File: src/rtl/mover_fsm_n_pkg.sv
// Shared definitions for the mover_fsm_n floor-mover controller.
//   state_t      : one-hot state encoding, also visible on the estado/prox_estado ports
//   width_of()   : max(1, clog2(n)), used to size the floor and timer registers
package mover_fsm_n_pkg;

    typedef enum logic [4:0] {
        S_IDLE  = 5'b00001,
        S_UP    = 5'b00010,
        S_DOWN  = 5'b00100,
        S_STOP  = 5'b01000,
        S_ERROR = 5'b10000
    } state_t;

    // Bits needed to hold values 0..n-1, never less than one bit.
    function automatic int width_of(input int n);
        int w;
        w = $clog2(n);
        return (w < 1) ? 1 : w;
    endfunction

endpackage

File: src/rtl/mover_fsm_n_if.sv
// Command/status bundle between a controlling agent and mover_fsm_n.
//   go_up, go_down       : manual one-floor move requests
//   req_valid, req_floor : target-floor request strobe and floor number
//   req_ready            : controller idle and able to take a request
//   floor                : current floor
//   top_lim, bott_lim    : floor is at the top / bottom position
//   estado, prox_estado  : one-hot current / next state
//   busy                 : moving or dwelling
// Modports: master drives the commands, slave is the controller.
interface mover_fsm_n_if #(
    parameter int FW = 3
);
    logic          go_up;
    logic          go_down;
    logic          req_valid;
    logic [FW-1:0] req_floor;
    logic          req_ready;
    logic [FW-1:0] floor;
    logic          top_lim;
    logic          bott_lim;
    logic [4:0]    estado;
    logic [4:0]    prox_estado;
    logic          busy;

    modport master (
        output go_up, go_down, req_valid, req_floor,
        input  req_ready, floor, top_lim, bott_lim, estado, prox_estado, busy
    );

    modport slave (
        input  go_up, go_down, req_valid, req_floor,
        output req_ready, floor, top_lim, bott_lim, estado, prox_estado, busy
    );
endinterface

File: src/rtl/mover_fsm_n_timer.sv
// fsm_timer: loadable down-counter with a done flag, shared between the
// per-floor travel time and the STOP dwell time.
//   CLK      : clock
//   halt     : asynchronous active-high reset (count cleared)
//   load     : load load_val this cycle (wins over en)
//   load_val : value to load; done rises load_val cycles later when en is held
//   en       : count down by one (saturates at zero)
//   done     : count has reached zero
module fsm_timer #(
    parameter int W = 2
) (
    input  logic         CLK,
    input  logic         halt,
    input  logic         load,
    input  logic [W-1:0] load_val,
    input  logic         en,
    output logic         done
);
    logic [W-1:0] count_reg;

    always_ff @(posedge CLK or posedge halt) begin
        if (halt) begin
            count_reg <= '0;
        end else if (load) begin
            count_reg <= load_val;
        end else if (en && (count_reg != '0)) begin
            count_reg <= count_reg - 1'b1;
        end
    end

    assign done = (count_reg == '0);
endmodule

File: src/rtl/mover_fsm_n.sv
// mover_fsm_n: one-hot controller that moves a carriage between N_FLOORS
// positions, one floor per TRAVEL_CYCLES clocks, then dwells DWELL_CYCLES in STOP.
//   CLK  : clock, all state changes on the rising edge
//   halt : asynchronous active-high reset; aborts any move, floor returns to 0
//   bus  : mover_fsm_n_if.slave, commands in and status out
module mover_fsm_n
    import mover_fsm_n_pkg::*;
#(
    parameter int N_FLOORS      = 8,
    parameter int TRAVEL_CYCLES = 4,
    parameter int DWELL_CYCLES  = 3
) (
    input  logic         CLK,
    input  logic         halt,
    mover_fsm_n_if.slave bus
);
    localparam int FW = width_of(N_FLOORS);
    localparam int TW = width_of((TRAVEL_CYCLES > DWELL_CYCLES) ? TRAVEL_CYCLES : DWELL_CYCLES);
    localparam logic [FW-1:0] TOP_FLOOR  = FW'(N_FLOORS - 1);
    localparam logic [TW-1:0] TRAVEL_LD  = TW'(TRAVEL_CYCLES - 1);
    localparam logic [TW-1:0] DWELL_LD   = TW'(DWELL_CYCLES - 1);

    state_t        state_reg, state_next;
    logic [FW-1:0] floor_reg, floor_next;
    logic [FW-1:0] target_reg, target_next;
    logic          busy_reg, ready_reg;

    logic          tmr_load;
    logic [TW-1:0] tmr_load_val;
    logic          tmr_en;
    logic          tmr_done;

    logic          both_dirs;
    logic          at_top, at_bott;
    logic [FW:0]   req_wide;
    logic [FW-1:0] req_clamped;

    assign both_dirs = bus.go_up & bus.go_down;
    assign at_top    = (floor_reg == TOP_FLOOR);
    assign at_bott   = (floor_reg == '0);

    // Widened compare keeps the clamp meaningful when N_FLOORS is not a power of two.
    assign req_wide    = {1'b0, bus.req_floor};
    assign req_clamped = (req_wide > (FW + 1)'(N_FLOORS - 1)) ? TOP_FLOOR : bus.req_floor;

    fsm_timer #(.W(TW)) u_timer (
        .CLK      (CLK),
        .halt     (halt),
        .load     (tmr_load),
        .load_val (tmr_load_val),
        .en       (tmr_en),
        .done     (tmr_done)
    );

    always_comb begin
        state_next   = state_reg;
        floor_next   = floor_reg;
        target_next  = target_reg;
        tmr_load     = 1'b0;
        tmr_load_val = TRAVEL_LD;
        tmr_en       = 1'b0;

        unique case (state_reg)
            S_IDLE: begin
                if (both_dirs) begin
                    state_next = S_ERROR;
                end else if (bus.req_valid) begin
                    target_next = req_clamped;
                    tmr_load    = 1'b1;
                    if (req_clamped > floor_reg) begin
                        state_next = S_UP;
                    end else if (req_clamped < floor_reg) begin
                        state_next = S_DOWN;
                    end else begin
                        state_next   = S_STOP;
                        tmr_load_val = DWELL_LD;
                    end
                end else if (bus.go_up && !at_top) begin
                    target_next = floor_reg + 1'b1;
                    state_next  = S_UP;
                    tmr_load    = 1'b1;
                end else if (bus.go_down && !at_bott) begin
                    target_next = floor_reg - 1'b1;
                    state_next  = S_DOWN;
                    tmr_load    = 1'b1;
                end
            end

            S_UP, S_DOWN: begin
                if (both_dirs) begin
                    // Freeze where we are; the partial floor is abandoned.
                    state_next = S_ERROR;
                end else if (tmr_done) begin
                    tmr_load = 1'b1;
                    if (state_reg == S_UP) begin
                        if (!at_top) floor_next = floor_reg + 1'b1;
                    end else begin
                        if (!at_bott) floor_next = floor_reg - 1'b1;
                    end
                    // Limit check is a backstop: target is always reachable.
                    if ((floor_next == target_reg) ||
                        ((state_reg == S_UP) && at_top) ||
                        ((state_reg == S_DOWN) && at_bott)) begin
                        state_next   = S_STOP;
                        tmr_load_val = DWELL_LD;
                    end
                end else begin
                    tmr_en = 1'b1;
                end
            end

            S_STOP: begin
                if (tmr_done) begin
                    state_next = S_IDLE;
                end else begin
                    tmr_en = 1'b1;
                end
            end

            S_ERROR: begin
                if (!bus.go_up && !bus.go_down) begin
                    state_next = S_IDLE;
                end
            end

            default: begin
                state_next = S_IDLE;
            end
        endcase
    end

    always_ff @(posedge CLK or posedge halt) begin
        if (halt) begin
            state_reg  <= S_IDLE;
            floor_reg  <= '0;
            target_reg <= '0;
            busy_reg   <= 1'b0;
            ready_reg  <= 1'b1;
        end else begin
            state_reg  <= state_next;
            floor_reg  <= floor_next;
            target_reg <= target_next;
            busy_reg   <= (state_next == S_UP) || (state_next == S_DOWN) || (state_next == S_STOP);
            ready_reg  <= (state_next == S_IDLE);
        end
    end

    assign bus.floor       = floor_reg;
    assign bus.top_lim     = at_top;
    assign bus.bott_lim    = at_bott;
    assign bus.estado      = state_reg;
    assign bus.prox_estado = state_next;
    assign bus.busy        = busy_reg;
    assign bus.req_ready   = ready_reg;
endmodule

File: src/flat_wrapper.sv
// flat-port wrapper written by rule: the top's interface ports become plain ports
module mover_fsm_n_flat import mover_fsm_n_pkg::*;
#(
    parameter int N_FLOORS      = 8,
    parameter int TRAVEL_CYCLES = 4,
    parameter int DWELL_CYCLES  = 3
)
  (CLK, halt, bus_go_up, bus_go_down, bus_req_valid, bus_req_floor, bus_req_ready, bus_floor, bus_top_lim, bus_bott_lim, bus_estado, bus_prox_estado, bus_busy);
  mover_fsm_n_if #(.FW((3))) bus_i ();
  input  logic CLK;
  input  logic halt;
  input wire logic [$bits(bus_i.go_up)-1:0] bus_go_up;
  input wire logic [$bits(bus_i.go_down)-1:0] bus_go_down;
  input wire logic [$bits(bus_i.req_valid)-1:0] bus_req_valid;
  input wire logic [$bits(bus_i.req_floor)-1:0] bus_req_floor;
  output wire logic [$bits(bus_i.req_ready)-1:0] bus_req_ready;
  output wire logic [$bits(bus_i.floor)-1:0] bus_floor;
  output wire logic [$bits(bus_i.top_lim)-1:0] bus_top_lim;
  output wire logic [$bits(bus_i.bott_lim)-1:0] bus_bott_lim;
  output wire logic [$bits(bus_i.estado)-1:0] bus_estado;
  output wire logic [$bits(bus_i.prox_estado)-1:0] bus_prox_estado;
  output wire logic [$bits(bus_i.busy)-1:0] bus_busy;
  assign bus_i.go_up = bus_go_up;
  assign bus_i.go_down = bus_go_down;
  assign bus_i.req_valid = bus_req_valid;
  assign bus_i.req_floor = bus_req_floor;
  assign bus_req_ready = bus_i.req_ready;
  assign bus_floor = bus_i.floor;
  assign bus_top_lim = bus_i.top_lim;
  assign bus_bott_lim = bus_i.bott_lim;
  assign bus_estado = bus_i.estado;
  assign bus_prox_estado = bus_i.prox_estado;
  assign bus_busy = bus_i.busy;
  mover_fsm_n #(.N_FLOORS(N_FLOORS), .TRAVEL_CYCLES(TRAVEL_CYCLES), .DWELL_CYCLES(DWELL_CYCLES)) u_core (.CLK(CLK), .halt(halt), .bus(bus_i));
endmodule
File: config.mk
export PLATFORM = sky130hd
export DESIGN_NAME = mover_fsm_n_flat
export DESIGN_NICKNAME = d
export VERILOG_FILES = /design/src/rtl/mover_fsm_n_pkg.sv /design/src/rtl/mover_fsm_n_if.sv /design/src/rtl/mover_fsm_n_timer.sv /design/src/rtl/mover_fsm_n.sv /design/src/flat_wrapper.sv
export SDC_FILE = /design/constraint.sdc
export NUM_CORES = 1
export LEC_CHECK = 0
export ABC_AREA = 1
export CORE_MARGIN = 2
export CORE_UTILIZATION = 46
export DETAILED_ROUTE_END_ITERATION = 10
export PLACE_DENSITY = 0.86
export REMOVE_ABC_BUFFERS = 1
export SLEW_MARGIN = 20
export SYNTH_ARGS = -nofsm -noshare
export SYNTH_HDL_FRONTEND = slang
export SYNTH_HIERARCHICAL = 1
export SYNTH_SLANG_ARGS = --single-unit
File: constraint.sdc
create_clock -name CLK -period 2 [get_ports CLK]
set_clock_uncertainty 0.05 [all_clocks]
set_input_delay 0.2 -clock CLK [delete_from_list [all_inputs] [get_ports CLK]]
set_output_delay 0.2 -clock CLK [all_outputs]
set_load 0.01 [all_outputs]
# After elaboration in Yosys (flattened, before gate mapping)
# Cells that the tools add are included.
# op_classes
reduce_logical	22
eq_ne	11
n_addsub	3
bitwise	2
n_mux	42
magnitude_cmp	3
# op_table
cell	n
two-way mux 5 bit	10
two-way mux 3 bit	10
one-hot mux 5 bit (4 select lines)	1
two-way mux 2 bit	7
equality test 5 x 1 -> 1 bit, second input constant	2
equality test 5 x 2 -> 1 bit, second input constant	2
equality test 5 x 3 -> 1 bit, second input constant	2
equality test 5 x 4 -> 1 bit, second input constant	2
two-way mux 1 bit	10
logical AND 1 bit	6
AND reduction 3 bit	2
equality test 5 bit, second input constant	1
logical NOT 1 bit	4
logical OR 1 bit	4
two-way mux 4 bit	1
one-hot mux 1 bit (2 select lines)	2
one-hot mux 2 bit (2 select lines)	1
nonzero test 2 bit	2
adder 3 x 1 -> 3 bit, second input constant	1
equality test 3 bit	1
equality test 3 bit, second input constant	1
greater-than comparator 3 bit	1
greater-than comparator 3 bit, second input constant	1
logical NOT 3 bit	1
other kinds (8)	8
# word_totals
out_inout_bits	17
reg_bits	15

# Logic depth before layout (Yosys ltp)
# logic_depth
ltp_word	16
mapped_depth	19

# Modules after synthesis
# The synthesis kept the hierarchy.
# modules_own_cells
mod	cells_per_inst	seq_area_each_um2	area_per_inst_um2	instances
mover_fsm_n	173	327.8	1158.6	1
fsm_timer	20	50.0	131.4	1

# Worst setup path before layout
# No wires, ideal clock.
# synth_path
path_kind	register to register
startpoint	register u_core.floor_reg[0] (netlist: u_core/bus.floor[0])
endpoint	register u_core.u_timer.count_reg[0]
t_arrival_ns	1.947
slack_ns	-0.114
stages_incl_launch_ff	19
path_cell_list	dfrtp_1 -> ha_1 -> ha_1 -> inv_1 -> nand2_1 -> nand2_1 -> nand3_1 -> nand2_2 -> nand2_1 -> nand2_1 -> nand3_1 -> nand2_1 -> nand2_2 -> nand2_1 -> o21ai_1 -> nand2_1 -> o21ai_0 -> nand2_1 -> nand2_1
# synth_between
elab_chain_len	14
# synth_rtl
item	line_no	text
start: declaration	mover_fsm_n.sv:24	logic [FW-1:0] floor_reg, floor_next;
start signal: assignment	mover_fsm_n.sv:141	floor_reg <= floor_next;
equality test 3 bit (*)	mover_fsm_n.sv:39	assign at_top = (floor_reg == TOP_FLOOR);
net bus_top_lim	flat_wrapper.sv:18	output wire logic [$bits(bus_i.top_lim)-1:0] bus_top_lim;
two-way mux 3 bit	mover_fsm_n.sv:96	if (!at_top) floor_next = floor_reg + 1'b1;
two-way mux 3 bit	mover_fsm_n.sv:95	if (state_reg == S_UP) begin
two-way mux 3 bit	mover_fsm_n.sv:93	end else if (tmr_done) begin
two-way mux 3 bit	mover_fsm_n.sv:90	if (both_dirs) begin
two-way mux 3 bit	mover_fsm_n.sv:63	unique case (state_reg)
equality test 3 bit	mover_fsm_n.sv:101	if ((floor_next == target_reg) ||
logical OR 1 bit (*)	mover_fsm_n.sv:101	
logical OR 1 bit (*)	mover_fsm_n.sv:102	((state_reg == S_UP) && at_top) ||
two-way mux 1 bit (*)	mover_fsm_n.sv:101	
two-way mux 2 bit (*)	mover_fsm_n.sv:93	
two-way mux 2 bit (*)	mover_fsm_n.sv:90	
one-hot mux 2 bit (2 select lines) (*)	mover_fsm_n.sv:63	
net u_core.tmr_load_val[0]	mover_fsm_n.sv:29	logic [TW-1:0] tmr_load_val;
two-way mux 2 bit (*)	mover_fsm_n_timer.sv:24	end else if (load) begin
end signal: assignment	mover_fsm_n_timer.sv:25	count_reg <= load_val;
end signal: assignment	mover_fsm_n_timer.sv:27	count_reg <= count_reg - 1'b1;
end: declaration	mover_fsm_n_timer.sv:19	logic [W-1:0] count_reg;
# The timed path passes the listed nets; every way through them passes the cells marked *. The select of a mux whose other input is x is not followed.
# A chain may end at the register's enable or synchronous reset.

# Final worst setup path
# layout_path
startpoint	register u_core.floor_reg[1] (netlist: u_core/bus.floor[1])
endpoint	output bus_prox_estado[1]
# layout_between
elab_chain_len	13
# layout_rtl
item	line_no	text
subtractor 3 x 1 -> 3 bit, or another cell as far along	mover_fsm_n.sv:98	if (!at_bott) floor_next = floor_reg - 1'b1;
two-way mux 3 bit, on equally long branches	mover_fsm_n.sv:98, mover_fsm_n.sv:96	
two-way mux 3 bit	mover_fsm_n.sv:95	
two-way mux 3 bit	mover_fsm_n.sv:93	
two-way mux 3 bit	mover_fsm_n.sv:90	
two-way mux 3 bit	mover_fsm_n.sv:63	
equality test 3 bit	mover_fsm_n.sv:101	
logical OR 1 bit	mover_fsm_n.sv:101	
logical OR 1 bit	mover_fsm_n.sv:102	
two-way mux 5 bit	mover_fsm_n.sv:101	
two-way mux 5 bit	mover_fsm_n.sv:93	
two-way mux 5 bit	mover_fsm_n.sv:90	
one-hot mux 5 bit (4 select lines) (*)	mover_fsm_n.sv:63	
end: declaration	flat_wrapper.sv:21	output wire logic [$bits(bus_i.prox_estado)-1:0] bus_prox_estado;
# Mark *: on every way between the ends. The rest lies on a longest branch, timed or not. The select of a mux whose other input is x is not followed.

==> flow_summary.toml <==
[cells_and_area]
n_antenna_cell = 0
final_cell_mix = "63 x buf_4, 40 x nand2_1, 20 x inv_1"
layout_commonest_cell = "buf_4"
stdcell_count = 321
area_growth_pct = 84.9
num-fill-cells = 122
layout.nets = 308
largest_reg_flops = 5
drive_gt1_frac = 0.524

[pwr]
p_leak_nw = 1.24
power.total_mw = 4.21
cellPowerDensity_nw_per_um2 = 1770
max-vdd-ir-drop_uv = 1550

[critical_path]
worstPathMaxFanout = 4
regToRegSetupSlack_ns = -0.52
critPathTopFamily = "simple AND/OR/NAND/NOR gates"
critPathLaunchType = "flip-flop"
crit_buf_inv = 2
worst_r2r_startpoint = "u_core/bus.floor[1]"
required_ns = 1.75
endpoint_kind = "primary output"
path_class = "reg -> out"
critical_path.endpoint = "bus_prox_estado[1]"
cp_data_arrival_time_ns = 2.28
setup.worst_path.start = "u_core/bus.floor[1]"
crit_path_frequent_cell = "nand2_1"
worstPathCellList = "ha_4 -> ha_4 -> inv_4 -> nand2_1 -> nand2_1 -> nand3_2 -> nand3_1 -> nand2_2 -> nand3_2 -> nand2_2 -> nand2_4 -> nand3_1 -> nand2_1 -> buf_2"
critPathSlowestCell = "dfrtp_2"
rr_endpoint = "u_core/bus.floor[1]"
cpPeakStageDelay_ns = 0.48
reg2reg_depth = 16
path_depth = 14

[drt]
vias_per_cell = 5.94
routedWlPerCell_um = 19.9
totalWireLength_um = 6380
drtIter0Drc = 186
vias = 1908
final_antenna_net_count = 0
firstDrtPassIters = 5
drc = 0

[sta]
hold_viol = 0
setup_ws_ns = -0.528
fin_hold_ws_ns = 0.0465
fin_crit_ns = 2.53
worst_slew_margin_rel = 0.623
finalSetupTns_ns = -3.09
period_share = 1.26
finalSetupViolCount = 11
clock.fmax_mhz = 395
rsz0062_at_grt = "yes"
tightest_slew_ns = 0.564
slew_viol_final = 0

[job]
max_cap_violations = 0

[die]
ioPinCount = 25
dieArea_um2 = 3240
die_y_um = 57.0
core_area_um2 = 2710
initial_core_util = 0.476
fp.dieW_um = 57.0
row_count = 19

[clock_network]
cts_tree = "yes"
cts_hold_buf = 0
cts_buffers = 3
cts_sinks = 15
cts-root-buf = "clkbuf_4"
clk_latency_ns = 0.29
max-clock-path-buffers = 2
htreeDepth = 1
clkTransAtPathRegs_ns = 0.11

[grt]
grt_pass1_vias = 1800
grt_use_total = 0.310
antenna_found_initial = 0
gr-total-overflow = 0
grt_max_degree = 14
grt_pass1_wl_um = 7820

[yosys]
yosysTopAreaCell = "dfrtp_1"
yosys.area.top_type_share = 0.252
avgSynthCellArea_um2 = 6.68
ys_ff_latch = 15
synthTopCellsByArea = "dfrtp_1 25%, nand2_1 17%, ha_1 8.7%"
yosysWarnings = 6
netlist_area_um2 = 1290
ys_types = 25
synth-seq-area-share = 0.293
synth_cells = 193

[outcome]
status = "complete, but fails checks"
violations = "setup timing"

[placed_design]
dpl.cell_count = 293
gp_congestion = 0.929
portBuffers = 24
dp_hpwl_um = 3000
dp_worst_setup_slack_ns = -0.607

[min_path]
hold_path.class = "in -> async"
[timing repair]
action	in CTS	in global routing
endpoints found under the setup margin	10	16
setup buffers	18	7
cloned	0	0
resized for setup	54	50
endpoints found under the hold margin	0	0
pin swaps	18	23
[area by class of cell]
cell class,count,area (µm²),area share
Sequential cell,15,383,0.161
Timing Repair Buffer,95,787,0.330
Inverter,35,141,0.0593
Tap cell,31,38.8,0.0163
Clock buffer,4,26.3,0.0110
Multi-Input combinational cell,141,1010,0.423
[per-stage QoR]
step	area (µm²)	utilization
after floorplan	1280	-
after global placement	1910	0.706
after detailed placement	1910	0.706
after CTS	2160	0.799
after global routing	2380	0.880
final	2380	0.880
[worst min-delay path by stage]
stage          from                           to  depth (start not counted)
2_1_floorplan  halt  u_core/u_timer/count_reg[0]                          1
4_1_cts        halt  u_core/u_timer/count_reg[0]                          2
3_3_place_gp   halt  u_core/u_timer/count_reg[0]                          2
3_5_place_dp   halt  u_core/u_timer/count_reg[0]                          2
6_report       halt  u_core/u_timer/count_reg[0]                          2
5_1_grt        halt  u_core/u_timer/count_reg[0]                          2
[cell usage after synthesis, drive strengths merged]
cell type,n
nand4,5
nor2,16
nor3,1
o21ai,11
nand2,62
nand3,21
a31oi,1
o22ai,2
dfrtp,13
o211ai,1
conb,1
dfstp,2
inv,35
ha,9
clkbuf,2
a21oi,9
o31ai,2
[power breakdown]
part	switching (mW)	internal (mW)
Combinational	1.83	1.56
Clock	0.116	0.0773
Sequential	0.166	0.467
Total	2.11	2.10
[kinds of logic (layout without fill, tap and decap cells)]
group | count (synthesis) | count (layout) | synth area share
compound gates | 26 | 26 | 0.115
fa+ha+maj | 9 | 9 | 0.0873
flops | 15 | 15 | 0.293
other cells | 1 | 1 | 0.00291
simple gates | 105 | 105 | 0.394
buf+inv | 37 | 134 | 0.108
[per-layer routing]
layer / vias to the layer above / part of all wire / track usage / wire length [µm]
met5: - / 0 / 0 / 0
met4: 0 / 0.067 / 0.143 / 429
met3: 53 / 0.095 / 0.0476 / 609
met2: 147 / 0.49 / 0.550 / 3150
met1: 891 / 0.34 / 0.368 / 2190
li1: 817 / - / - / -
(Power assumes the default switching activity.)
